==> src/rtl/retro_uart_pkg.sv <==
// Purpose : shared UART definitions (bit timing default, FSM encodings, helpers) for TX and RX.
// Latency : n/a (package).
// Backpressure: n/a (package).
package retro_uart_pkg;

  // Default clocks-per-bit minus one: 104 clocks per bit.
  localparam logic [11:0] BIT_END_COUNT_DEF = 12'd103;

  // Receiver bit-level states.
  typedef enum logic [2:0] {
    RX_IDLE  = 3'd0,
    RX_START = 3'd1,
    RX_DATA  = 3'd2,
    RX_STOP  = 3'd3,
    RX_BREAK = 3'd4
  } rx_state_t;

  // Transmitter bit-level states, kept here so both directions share one encoding table.
  typedef enum logic [1:0] {
    TX_IDLE  = 2'd0,
    TX_START = 2'd1,
    TX_DATA  = 2'd2,
    TX_STOP  = 2'd3
  } tx_state_t;

  // Mid-bit sample point used to qualify a start bit.
  function automatic logic [11:0] half_bit(input logic [11:0] end_count);
    return end_count >> 1;
  endfunction

endpackage

==> src/rtl/uart_rx_core.sv <==
// Purpose : bit-level UART receiver: 2-flop synchronizer, start/data/stop FSM, LSB-first shifter.
// Latency : byte_vld pulses on the edge that samples a good stop bit.
// Backpressure: none; the consumer must accept byte_vld in the cycle it is high.
//
// Ports:
//   clk, rst         - clock, synchronous active-high reset
//   rxd              - asynchronous serial line, idle high
//   byte_vld/dat     - one-cycle strobe with the received byte
//   frame_err_pulse  - one-cycle strobe when the stop bit is sampled low
module uart_rx_core
  import retro_uart_pkg::*;
#(
  parameter logic [11:0] BIT_END_COUNT = BIT_END_COUNT_DEF
) (
  input  logic       clk,
  input  logic       rst,
  input  logic       rxd,
  output logic       byte_vld,
  output logic [7:0] byte_dat,
  output logic       frame_err_pulse
);

  localparam logic [11:0] HALF_COUNT = half_bit(BIT_END_COUNT);

  logic        rx_meta;
  logic        rxs;
  rx_state_t   state;
  logic [11:0] bit_cnt;
  logic [2:0]  bit_idx;
  logic [7:0]  shift;

  // Synchronizer resets to the idle level so reset never looks like a start bit.
  always_ff @(posedge clk) begin
    if (rst) begin
      rx_meta <= 1'b1;
      rxs     <= 1'b1;
    end else begin
      rx_meta <= rxd;
      rxs     <= rx_meta;
    end
  end

  always_ff @(posedge clk) begin
    if (rst) begin
      state           <= RX_IDLE;
      bit_cnt         <= '0;
      bit_idx         <= '0;
      shift           <= '0;
      byte_vld        <= 1'b0;
      byte_dat        <= '0;
      frame_err_pulse <= 1'b0;
    end else begin
      byte_vld        <= 1'b0;
      frame_err_pulse <= 1'b0;
      case (state)
        RX_IDLE: begin
          bit_cnt <= '0;
          bit_idx <= '0;
          if (!rxs) state <= RX_START;
        end

        // Re-check the line half a bit in; a high line here was a glitch.
        RX_START: begin
          if (bit_cnt == HALF_COUNT) begin
            bit_cnt <= '0;
            state   <= rxs ? RX_IDLE : RX_DATA;
          end else begin
            bit_cnt <= bit_cnt + 12'd1;
          end
        end

        // Counter was zeroed at mid-start, so each full count lands mid-bit.
        RX_DATA: begin
          if (bit_cnt == BIT_END_COUNT) begin
            bit_cnt <= '0;
            shift   <= {rxs, shift[7:1]};
            bit_idx <= bit_idx + 3'd1;
            if (bit_idx == 3'd7) state <= RX_STOP;
          end else begin
            bit_cnt <= bit_cnt + 12'd1;
          end
        end

        RX_STOP: begin
          if (bit_cnt == BIT_END_COUNT) begin
            bit_cnt <= '0;
            if (rxs) begin
              byte_vld <= 1'b1;
              byte_dat <= shift;
              state    <= RX_IDLE;
            end else begin
              frame_err_pulse <= 1'b1;
              state           <= RX_BREAK;
            end
          end else begin
            bit_cnt <= bit_cnt + 12'd1;
          end
        end

        // Line held low past the stop bit: wait for it to return high before hunting again.
        RX_BREAK: begin
          bit_cnt <= '0;
          if (rxs) state <= RX_IDLE;
        end

        default: begin
          state   <= RX_IDLE;
          bit_cnt <= '0;
        end
      endcase
    end
  end

endmodule

==> src/rtl/uart_rx_port.sv <==
// Purpose : CPU-facing UART receive port: bit receiver, show-ahead byte FIFO, sticky error flags.
// Latency : a received byte is visible on rx_data/rx_valid one cycle after its stop-bit sample.
// Backpressure: none toward the line; a byte arriving at a full FIFO (no pop that cycle) is dropped and flagged.
//
// Ports:
//   clk, rst            - clock, synchronous active-high reset
//   rxd                 - asynchronous serial line, idle high
//   rd_en               - pop one byte (ignored when empty)
//   clr_err             - clear sticky flags (a same-cycle set wins)
//   rx_data / rx_valid  - head of FIFO and not-empty
//   rx_full             - FIFO holds 2^ADR_WIDTH bytes
//   overrun, frame_err  - sticky error flags
module uart_rx_port
  import retro_uart_pkg::*;
#(
  parameter logic [11:0] BIT_END_COUNT = BIT_END_COUNT_DEF,
  parameter int          ADR_WIDTH     = 4
) (
  input  logic       clk,
  input  logic       rst,
  input  logic       rxd,
  input  logic       rd_en,
  input  logic       clr_err,
  output logic [7:0] rx_data,
  output logic       rx_valid,
  output logic       rx_full,
  output logic       overrun,
  output logic       frame_err
);

  localparam int DEPTH = 1 << ADR_WIDTH;
  localparam logic [ADR_WIDTH:0] PTR_ONE = {{ADR_WIDTH{1'b0}}, 1'b1};

  logic                 byte_vld;
  logic [7:0]           byte_dat;
  logic                 frame_err_pulse;

  logic [7:0]           mem [DEPTH];
  logic [ADR_WIDTH:0]   wr_ptr;
  logic [ADR_WIDTH:0]   rd_ptr;
  logic                 empty;
  logic                 full;
  logic                 pop;
  logic                 push;
  logic                 drop;

  uart_rx_core #(
    .BIT_END_COUNT(BIT_END_COUNT)
  ) u_core (
    .clk             (clk),
    .rst             (rst),
    .rxd             (rxd),
    .byte_vld        (byte_vld),
    .byte_dat        (byte_dat),
    .frame_err_pulse (frame_err_pulse)
  );

  // Extra pointer MSB distinguishes full from empty when the low bits match.
  assign empty = (wr_ptr == rd_ptr);
  assign full  = (wr_ptr[ADR_WIDTH] != rd_ptr[ADR_WIDTH]) &&
                 (wr_ptr[ADR_WIDTH-1:0] == rd_ptr[ADR_WIDTH-1:0]);

  assign pop  = rd_en & ~empty;
  // A same-cycle pop frees the slot being written, so a full FIFO still accepts.
  assign push = byte_vld & (~full | pop);
  assign drop = byte_vld & full & ~pop;

  always_ff @(posedge clk) begin
    if (push) mem[wr_ptr[ADR_WIDTH-1:0]] <= byte_dat;
  end

  always_ff @(posedge clk) begin
    if (rst) begin
      wr_ptr <= '0;
      rd_ptr <= '0;
    end else begin
      if (push) wr_ptr <= wr_ptr + PTR_ONE;
      if (pop)  rd_ptr <= rd_ptr + PTR_ONE;
    end
  end

  // Set has priority over clear so an event coinciding with clr_err is not lost.
  always_ff @(posedge clk) begin
    if (rst) begin
      overrun   <= 1'b0;
      frame_err <= 1'b0;
    end else begin
      if (drop)         overrun <= 1'b1;
      else if (clr_err) overrun <= 1'b0;

      if (frame_err_pulse) frame_err <= 1'b1;
      else if (clr_err)    frame_err <= 1'b0;
    end
  end

  assign rx_valid = ~empty;
  assign rx_full  = full;
  // Forced to zero when empty so reset and drained states present a clean bus.
  assign rx_data  = empty ? 8'h00 : mem[rd_ptr[ADR_WIDTH-1:0]];

endmodule

==> config.mk <==
export PLATFORM = sky130hd
export DESIGN_NAME = uart_rx_port
export DESIGN_NICKNAME = d
export VERILOG_FILES = /design/src/rtl/retro_uart_pkg.sv /design/src/rtl/uart_rx_core.sv /design/src/rtl/uart_rx_port.sv
export SDC_FILE = /design/constraint.sdc
export NUM_CORES = 1
export LEC_CHECK = 0
export CAP_MARGIN = 20
export CORE_MARGIN = 3
export CORE_UTILIZATION = 61
export CTS_CLUSTER_DIAMETER = 150
export CTS_CLUSTER_SIZE = 24
export DETAILED_ROUTE_END_ITERATION = 10
export HOLD_SLACK_MARGIN = 0.15
export PLACE_DENSITY = 0.83
export SETUP_SLACK_MARGIN = 0.1
export SLEW_MARGIN = 20
export SYNTH_ARGS = -nofsm -noshare
export SYNTH_HDL_FRONTEND = slang
export SYNTH_SLANG_ARGS = --single-unit
export TNS_END_PERCENT = 10
==> constraint.sdc <==
create_clock -name clk -period 3.01 [get_ports clk]
set_input_delay 0.301 -clock clk [delete_from_list [all_inputs] [get_ports clk]]
set_output_delay 0.301 -clock clk [all_outputs]
set_load 0.1 [all_outputs]
==> results of run 1 <==
-- placed cells by master (no fill, tap or decap), types with 9 or more instances in the layout --
cell type and instances:
sky130_fd_sc_hd__a21oi_1 13, sky130_fd_sc_hd__mux4_1 24, sky130_fd_sc_hd__dfxtp_1 53, sky130_fd_sc_hd__mux2i_1 10, sky130_fd_sc_hd__edfxtp_1 128, sky130_fd_sc_hd__buf_12 9, sky130_fd_sc_hd__mux4_2 16, sky130_fd_sc_hd__xnor2_1 14
sky130_fd_sc_hd__xor2_1 9, sky130_fd_sc_hd__inv_1 12, sky130_fd_sc_hd__nand2_1 28, sky130_fd_sc_hd__buf_4 23, sky130_fd_sc_hd__nor2_1 54, sky130_fd_sc_hd__clkbuf_16 17
-- per-layer routing --
| layer | global-route usage [%] | share of wire, % |
|---|---|---|
| met1 | 30.2 | 40 |
| met3 | 6.63 | 6.6 |
| met5 | 0 | 0 |
| met4 | 9.82 | 2.5 |
| met2 | 39.5 | 51 |
-- area by class of cell --
class / count / area share, %
Sequential cell: 182 / 58.3
Multi-Input combinational cell: 243 / 27.0
Clock buffer: 19 / 5.12
Timing Repair Buffer: 37 / 4.77
Clock inverter: 13 / 2.18
Tap cell: 143 / 2.12
Inverter: 12 / 0.533
-- report_power, final --
| group | internal [uW] | leakage [uW] | switching [uW] |
|---|---|---|---|
| registers | 2650 | 0.00162 | 2.35 |
| logic | 9.48 | 0.000924 | 15.0 |
| clock network | 1390 | 0.000293 | 894 |
| total | 4040 | 0.00284 | 912 |
-- Yosys cell counts (2+ instances only) --
library cell and instances:
sky130_fd_sc_hd__edfxtp_1 128, sky130_fd_sc_hd__dfxtp_1 54, sky130_fd_sc_hd__nor2_1 54, sky130_fd_sc_hd__nand2_1 28, sky130_fd_sc_hd__mux4_1 24, sky130_fd_sc_hd__mux4_2 16
sky130_fd_sc_hd__xnor2_1 14, sky130_fd_sc_hd__a21oi_1 13, sky130_fd_sc_hd__inv_1 12, sky130_fd_sc_hd__mux2i_1 10, sky130_fd_sc_hd__clkbuf_1 9, sky130_fd_sc_hd__xor2_1 9
sky130_fd_sc_hd__ha_1 8, sky130_fd_sc_hd__nand3_1 8, sky130_fd_sc_hd__nand4_1 8, sky130_fd_sc_hd__nor2b_4 8, sky130_fd_sc_hd__nor3_1 8, sky130_fd_sc_hd__nand2b_1 4
sky130_fd_sc_hd__o21ai_1 4, sky130_fd_sc_hd__buf_1 3, sky130_fd_sc_hd__buf_2 3, sky130_fd_sc_hd__buf_6 3, sky130_fd_sc_hd__nor2b_1 3, sky130_fd_sc_hd__nor4_1 3
sky130_fd_sc_hd__a32oi_1 2, sky130_fd_sc_hd__buf_8 2, sky130_fd_sc_hd__or2_2 2
-- through the flow --
step | instance area [um^2] | total power [uW] | setup slack [ns] | cells
after floorplan | 7400 | 2720 | 0.148 | 458
after global placement | 7840 | 2730 | 0.689 | 617
after detailed placement | 7840 | 2730 | 0.657 | 617
after CTS | 8450 | 4990 | 0.145 | 649
after global routing | 8450 | 5090 | 0.107 | 649
final | 8450 | 4950 | 0.180 | 649
-- registers in the layout (all words and copies together) (netlist names), named ones only --
signal                  cells
u_core.byte_vld             1
u_core.bit_idx              3
overrun                     1
mem                       128
u_core.rxs                  1
u_core.byte_dat             8
u_core.rx_meta              1
u_core.shift                8
wr_ptr                      5
u_core.state                3
u_core.frame_err_pulse      1
frame_err                   1
rd_ptr                      5
u_core.bit_cnt             12
-- kinds of logic after synthesis --
kind of cell,synth area share [%]
AO/OA/AOI/OAI,2.30
XOR/XNOR,2.72
adder cells (fa/ha/maj),1.35
buffers and inverters,2.55
flip-flops,66.6
multiplexers,14.9
AND/OR/NAND/NOR,9.59
-- worst max-delay path, delay by kind of cell (launching register included) --
| kind | cells | cell delay [ns] |
|---|---|---|
| multiplexers | 2 | 1.13 |
| buffers and inverters | 2 | 0.47 |
| flip-flops | 1 | 0.33 |
| AND/OR/NAND/NOR | 1 | 0.15 |
-- how the worst min path moves through the flow --
stage	to	slack, ns	cells past startpoint
2_1_floorplan	u_core.frame_err_pulse$_SDFF_PP0_	0.39	1
3_3_place_gp	u_core.rxs$_SDFF_PP1_	0.40	1
3_5_place_dp	u_core.rxs$_SDFF_PP1_	0.40	1
4_1_cts	u_core.rxs$_SDFF_PP1_	0.41	1
5_1_grt	u_core.rxs$_SDFF_PP1_	0.43	1
6_report	u_core.rxs$_SDFF_PP1_	0.41	1
==> impl_metrics.py, run 1 <==
metrics = {
    "global_route": {
        "grt_start_max_net_pins": 40,
        "via_count_of_the_first_global_routing_pass": 4037,
        "grt_util_all_layers_pct": 23.9,
        "grt.overflow.total": 0,
        "initial_antenna_violation_count": 0,
        "grt_pass1_wl_mm": 22.7,
    },
    "logic_synthesis": {
        "synthesis.instances": 458,
        "synthesized_net_count": 471,
        "synth_area_leaders": "sky130_fd_sc_hd__edfxtp_1 (52%), sky130_fd_sc_hd__dfxtp_1 (15%), sky130_fd_sc_hd__mux4_1 (8.5%), sky130_fd_sc_hd__mux4_2 (4.9%), sky130_fd_sc_hd__nor2_1 (2.7%)",
        "yosys.cell_types.count": 45,
        "ys_ff_latch": 182,
        "synth_seq_area_share_pct": 66.6,
        "synth_edf_count": 128,
        "synth.cell_area_mm2": 0.00740,
        "ffs_w_async_s_r_synth_pct": 0,
        "synth_top_area_share_pct": 52.0,
        "synth_top_flop_cell": "sky130_fd_sc_hd__edfxtp_1",
        "postSynthAreaPerCell_um2": 16.2,
        "synth_warnings": 0,
        "post-synth-top-area-cell": "sky130_fd_sc_hd__edfxtp_1",
    },
    "route": {
        "postRouteAntennaNets": 0,
        "route.vias.total": 3952,
        "number_of_drc_markers_after_the_initial_detailed_route_iteration": 401,
        "drt-vias-per-instance": 6.09,
        "detail_route.first_pass.iterations": 5,
        "routed_wl_mm": 14.6,
        "drc_errors": 0,
        "wl_per_cell_um": 22.5,
    },
    "placement": {
        "detailed_place_hpwl_mm": 8.85,
        "port-buffer-count": 16,
        "finalWeightedCongestion": 0.815,
    },
    "cells_and_area": {
        "area_growth_pct": 14.3,
        "drive_above_1_share_pct": 18.6,
        "post-route-util_pct": 72.8,
        "fin_nets": 506,
        "ff_latch_area_mm2": 0.00493,
        "layout.filler_cells": 682,
        "multiInputGateArea_mm2": 0.00228,
        "antenna_cells_inserted": 0,
    },
    "critical_path": {
        "worstSetupPathType": "flip-flop to primary output",
        "timing.critical_path.to": "rx_data[6]",
        "crit-reg2reg-capture": "mem[2][6]$_DFFE_PP_",
        "r2r-start": "rd_ptr[4]$_SDFFE_PP0N_",
        "timing.critical_path.from_type": "flip-flop",
        "critical_path.cell_chain": "buf_4 > mux4_1 > mux4_2 > nor2b_4 > buf_12",
        "worstPathArrival_ns": 2.53,
        "reg2reg_setup_slack_ns": 0.71,
        "worst_path_max_delay_cell": "sky130_fd_sc_hd__mux4_1",
        "required_ns": 2.71,
        "setup.worst_path.end_class": "primary output",
        "ff2ff_path_depth": 6,
        "slowest_delay_ns": 0.64,
        "crit_path_max_fanout": 18,
    },
    "cts": {
        "clk_pin_slew_worst_paths_ns": 0.06,
        "cts.repair.resized": 0,
        "cts_max_path_buffers": 2,
        "ctsRootBufferMaster": "sky130_fd_sc_hd__clkbuf_16",
        "clock_tree_from_tritoncts": "yes",
        "cts.sink_count": 182,
        "clk_latency_ns": 0.43,
        "ctsHoldBuffers": 0,
        "clock_buffer_count_from_cts": 17,
        "cts-htree-levels": 4,
        "cts_setup_buffers": 0,
    },
    "floorplanning": {
        "die_h_um": 116,
        "io_pins": 17,
        "placeableCoreArea_mm2": 0.0116,
        "starting_utilization_of_the_core_area_pct": 63.7,
        "die-area_mm2": 0.0135,
        "die_wd_um": 116,
        "rows": 39,
    },
    "sta": {
        "timing.final.crit_share_pct": 94.0,
        "final_max_slew_viol_count": 0,
        "report.final.hold_viol_count": 0,
        "relSlewSlack_pct": 34.8,
        "setup_viol": 0,
        "tightestPinTransition_ns": 0.975,
        "hold-worst-slack_ns": 0.413,
        "max_freq_ghz": 0.353,
        "fin_worst_skew_ns": 0.00961,
        "final.min_clock_period_ns": 2.83,
        "timing.setup.tns_ns": 0,
        "grt_setup_unrepaired": "no",
    },
    "outcome": {
        "status": "finished, final reports clean",
    },
    "power_and_ir_drop": {
        "p_leak_uw": 0.00284,
        "power_per_cell_area_mw_per_mm2": 586,
        "ir_drop_mv": 0.367,
    },
    "worst_hold_path": {
        "worst_hold_startpoint": "u_core.rx_meta$_SDFF_PP1_",
        "holdCritPathClass": "flip-flop to flip-flop",
    },
    "flow_run": {
        "cap_violations": 0,
    },
}
(Power assumes the default switching activity.)
==> run 2: changes to the inputs <==
--- a/config.mk
+++ b/config.mk
@@ -7,12 +7,12 @@
 export LEC_CHECK = 0
 export CAP_MARGIN = 20
 export CORE_MARGIN = 3
-export CORE_UTILIZATION = 61
+export CORE_UTILIZATION = 60
 export CTS_CLUSTER_DIAMETER = 150
 export CTS_CLUSTER_SIZE = 24
 export DETAILED_ROUTE_END_ITERATION = 10
 export HOLD_SLACK_MARGIN = 0.15
-export PLACE_DENSITY = 0.83
+export PLACE_DENSITY = 0.81
 export SETUP_SLACK_MARGIN = 0.1
 export SLEW_MARGIN = 20
 export SYNTH_ARGS = -nofsm -noshare
==> impl_metrics.py, run 2 (synthesis results as in run 1) <==
metrics = {
    "outcome": {
        "status": "finished, final reports clean",
    },
    "critical_path": {
        "crit-reg2reg-capture": "mem[9][0]$_DFFE_PP_",
        "reg2reg_setup_slack_ns": 0.30,
        "crit_path_max_fanout": 13,
        "worstPathArrival_ns": 2.55,
        "timing.critical_path.from_type": "flip-flop",
        "r2r-start": "wr_ptr[2]$_SDFFE_PP0P_",
        "required_ns": 2.71,
        "setup.worst_path.end_class": "primary output",
        "worstSetupPathType": "flip-flop to primary output",
        "ff2ff_path_depth": 5,
    },
    "cts": {
        "clk_latency_ns": 0.42,
        "clock_tree_from_tritoncts": "yes",
        "cts.sink_count": 182,
        "ctsRootBufferMaster": "sky130_fd_sc_hd__clkbuf_16",
        "clk_pin_slew_worst_paths_ns": 0.07,
        "cts_max_path_buffers": 2,
        "ctsHoldBuffers": 0,
        "cts-htree-levels": 4,
        "clock_buffer_count_from_cts": 17,
    },
    "global_route": {
        "grt.overflow.total": 0,
        "grt_start_max_net_pins": 33,
        "grt_pass1_wl_mm": 22.3,
        "via_count_of_the_first_global_routing_pass": 3949,
        "initial_antenna_violation_count": 0,
        "grt_util_all_layers_pct": 22.9,
    },
    "floorplanning": {
        "starting_utilization_of_the_core_area_pct": 63.2,
        "die_wd_um": 117,
        "die-area_mm2": 0.0137,
        "die_h_um": 117,
        "placeableCoreArea_mm2": 0.0117,
        "io_pins": 17,
        "rows": 39,
    },
    "cells_and_area": {
        "antenna_cells_inserted": 0,
        "post-route-util_pct": 71.6,
        "multiInputGateArea_mm2": 0.00229,
        "most-common-layout-cells": "sky130_fd_sc_hd__edfxtp_1 (128), sky130_fd_sc_hd__nor2_1 (54), sky130_fd_sc_hd__dfxtp_1 (53)",
        "layout.filler_cells": 726,
        "mostFrequentLayoutCell": "sky130_fd_sc_hd__edfxtp_1",
        "post-route-cell-area_mm2": 0.00838,
        "drive_above_1_share_pct": 17.6,
        "largest_register_ff_count": 128,
        "ff_latch_area_mm2": 0.00493,
        "fin_nets": 499,
        "area_growth_pct": 13.3,
        "layout.cells.non_filler": 642,
    },
    "power_and_ir_drop": {
        "power_per_cell_area_mw_per_mm2": 564,
        "share_seq_of_total_power_pct": 55.9,
        "p_int_uw": 3790,
        "p_sw_share_pct": 19.9,
        "switchingPower_uw": 941,
        "combinational_fraction_of_design_power_pct": 0.5,
        "power_frac_clock_pct": 43.6,
        "p_leak_uw": 0.00278,
        "ir_drop_mv": 0.393,
    },
    "worst_hold_path": {
        "worst_hold_startpoint": "u_core.rx_meta$_SDFF_PP1_",
        "end_point_of_the_most_critical_hold_path": "u_core.rxs$_SDFF_PP1_",
        "hold_depth": 1,
        "holdCritPathClass": "flip-flop to flip-flop",
    },
    "sta": {
        "fin_worst_skew_ns": 0.00979,
        "tightestPinTransition_ns": 1.11,
        "report.final.hold_viol_count": 0,
        "final_max_slew_viol_count": 0,
        "final.min_clock_period_ns": 2.85,
        "hold-worst-slack_ns": 0.421,
        "timing.final.crit_share_pct": 94.6,
        "timing.setup.tns_ns": 0,
        "setup_viol": 0,
        "relSlewSlack_pct": 25.8,
        "max_freq_ghz": 0.351,
        "grt_setup_unrepaired": "yes",
    },
    "route": {
        "route.vias.total": 3971,
        "postRouteAntennaNets": 0,
        "number_of_drc_markers_after_the_initial_detailed_route_iteration": 391,
        "wl_per_cell_um": 22.5,
        "routed_wl_mm": 14.4,
        "drt-vias-per-instance": 6.19,
        "drc_errors": 0,
        "detail_route.first_pass.iterations": 5,
    },
    "placement": {
        "placed_cells_incl_taps": 608,
        "finalWeightedCongestion": 0.761,
        "placement.cell_area_mm2": 0.00778,
        "detailed_place_hpwl_mm": 9.08,
        "port-buffer-count": 16,
    },
    "flow_run": {
        "cap_violations": 0,
    },
}
run 2: changes by cell type in the layout (fill, tap and decap cells not counted), moves of 2 or more:
cell | previous run | this run
sky130_fd_sc_hd__buf_4 | 23 | 13
sky130_fd_sc_hd__bufinv_16 | 4 | 0
sky130_fd_sc_hd__clkinv_2 | 3 | 0
sky130_fd_sc_hd__inv_4 | 0 | 3
sky130_fd_sc_hd__clkbuf_16 | 17 | 19
sky130_fd_sc_hd__inv_6 | 0 | 2
run 2: worst max path at each step:
stage,endpoint,depth (start not counted),from
finish,rx_data[7],5,flip-flop
global route,rx_valid,6,wr_ptr[2]$_SDFFE_PP0P_
CTS,rx_data[2],5,flip-flop
detailed placement,mem[9][3]$_DFFE_PP_,5,rd_en
global placement,mem[8][4]$_DFFE_PP_,5,rd_en
floorplan,overrun$_SDFFE_PP0P_,5,wr_ptr[0]$_SDFFE_PP0P_
run 2: cell type report:
cell class,instances,share of cell area [%]
timing repair buffer,30,4.57
clock inverter,12,1.10
clock buffer,20,5.58
sequential,182,58.8
tap,143,2.13
multi-input combinational,243,27.3
inverter,12,0.537
run 2: through the flow:
stage / total power, uW / setup WS (ns)
after floorplan: 2720 / 0.148
after global placement: 2730 / 0.375
after detailed placement: 2730 / 0.331
after CTS: 4750 / 0.118
after global routing: 4850 / 0.0863
final: 4730 / 0.163
run 2: critical path: stages, from the launching register on:
cell	delay, ns
sky130_fd_sc_hd__dfxtp_4	0.47
sky130_fd_sc_hd__clkbuf_16	0.23
sky130_fd_sc_hd__mux4_1	0.60
sky130_fd_sc_hd__mux4_2	0.50
sky130_fd_sc_hd__nor2b_4	0.15
sky130_fd_sc_hd__buf_12	0.17
run 2: metal layers:
layer | global-route usage, % | share of wire [%] | vias to the layer above
li1 | - | - | 1801
met1 | 29.3 | 41 | 1991
met2 | 37.8 | 51 | 155
met3 | 5.40 | 6.0 | 24
met4 | 10.1 | 2.4 | 0
met5 | 0 | 0 | -
run 2: power by group through the flow:
stage	logic (uW)	clock network, uW	registers, uW
after floorplan	15.7	0	2700
after global placement	23.6	0	2700
after detailed placement	24.2	0	2700
after CTS	24.4	2080	2650
after global routing	27.5	2180	2650
final	24.4	2060	2650
run 2: what timing repair did:
item                                    CTS  global route
endpoints found under the setup margin    3             4
resized for setup                         1             0
gates cloned                              0             1
buffers inserted                          0             1
pin swaps                                 0             1
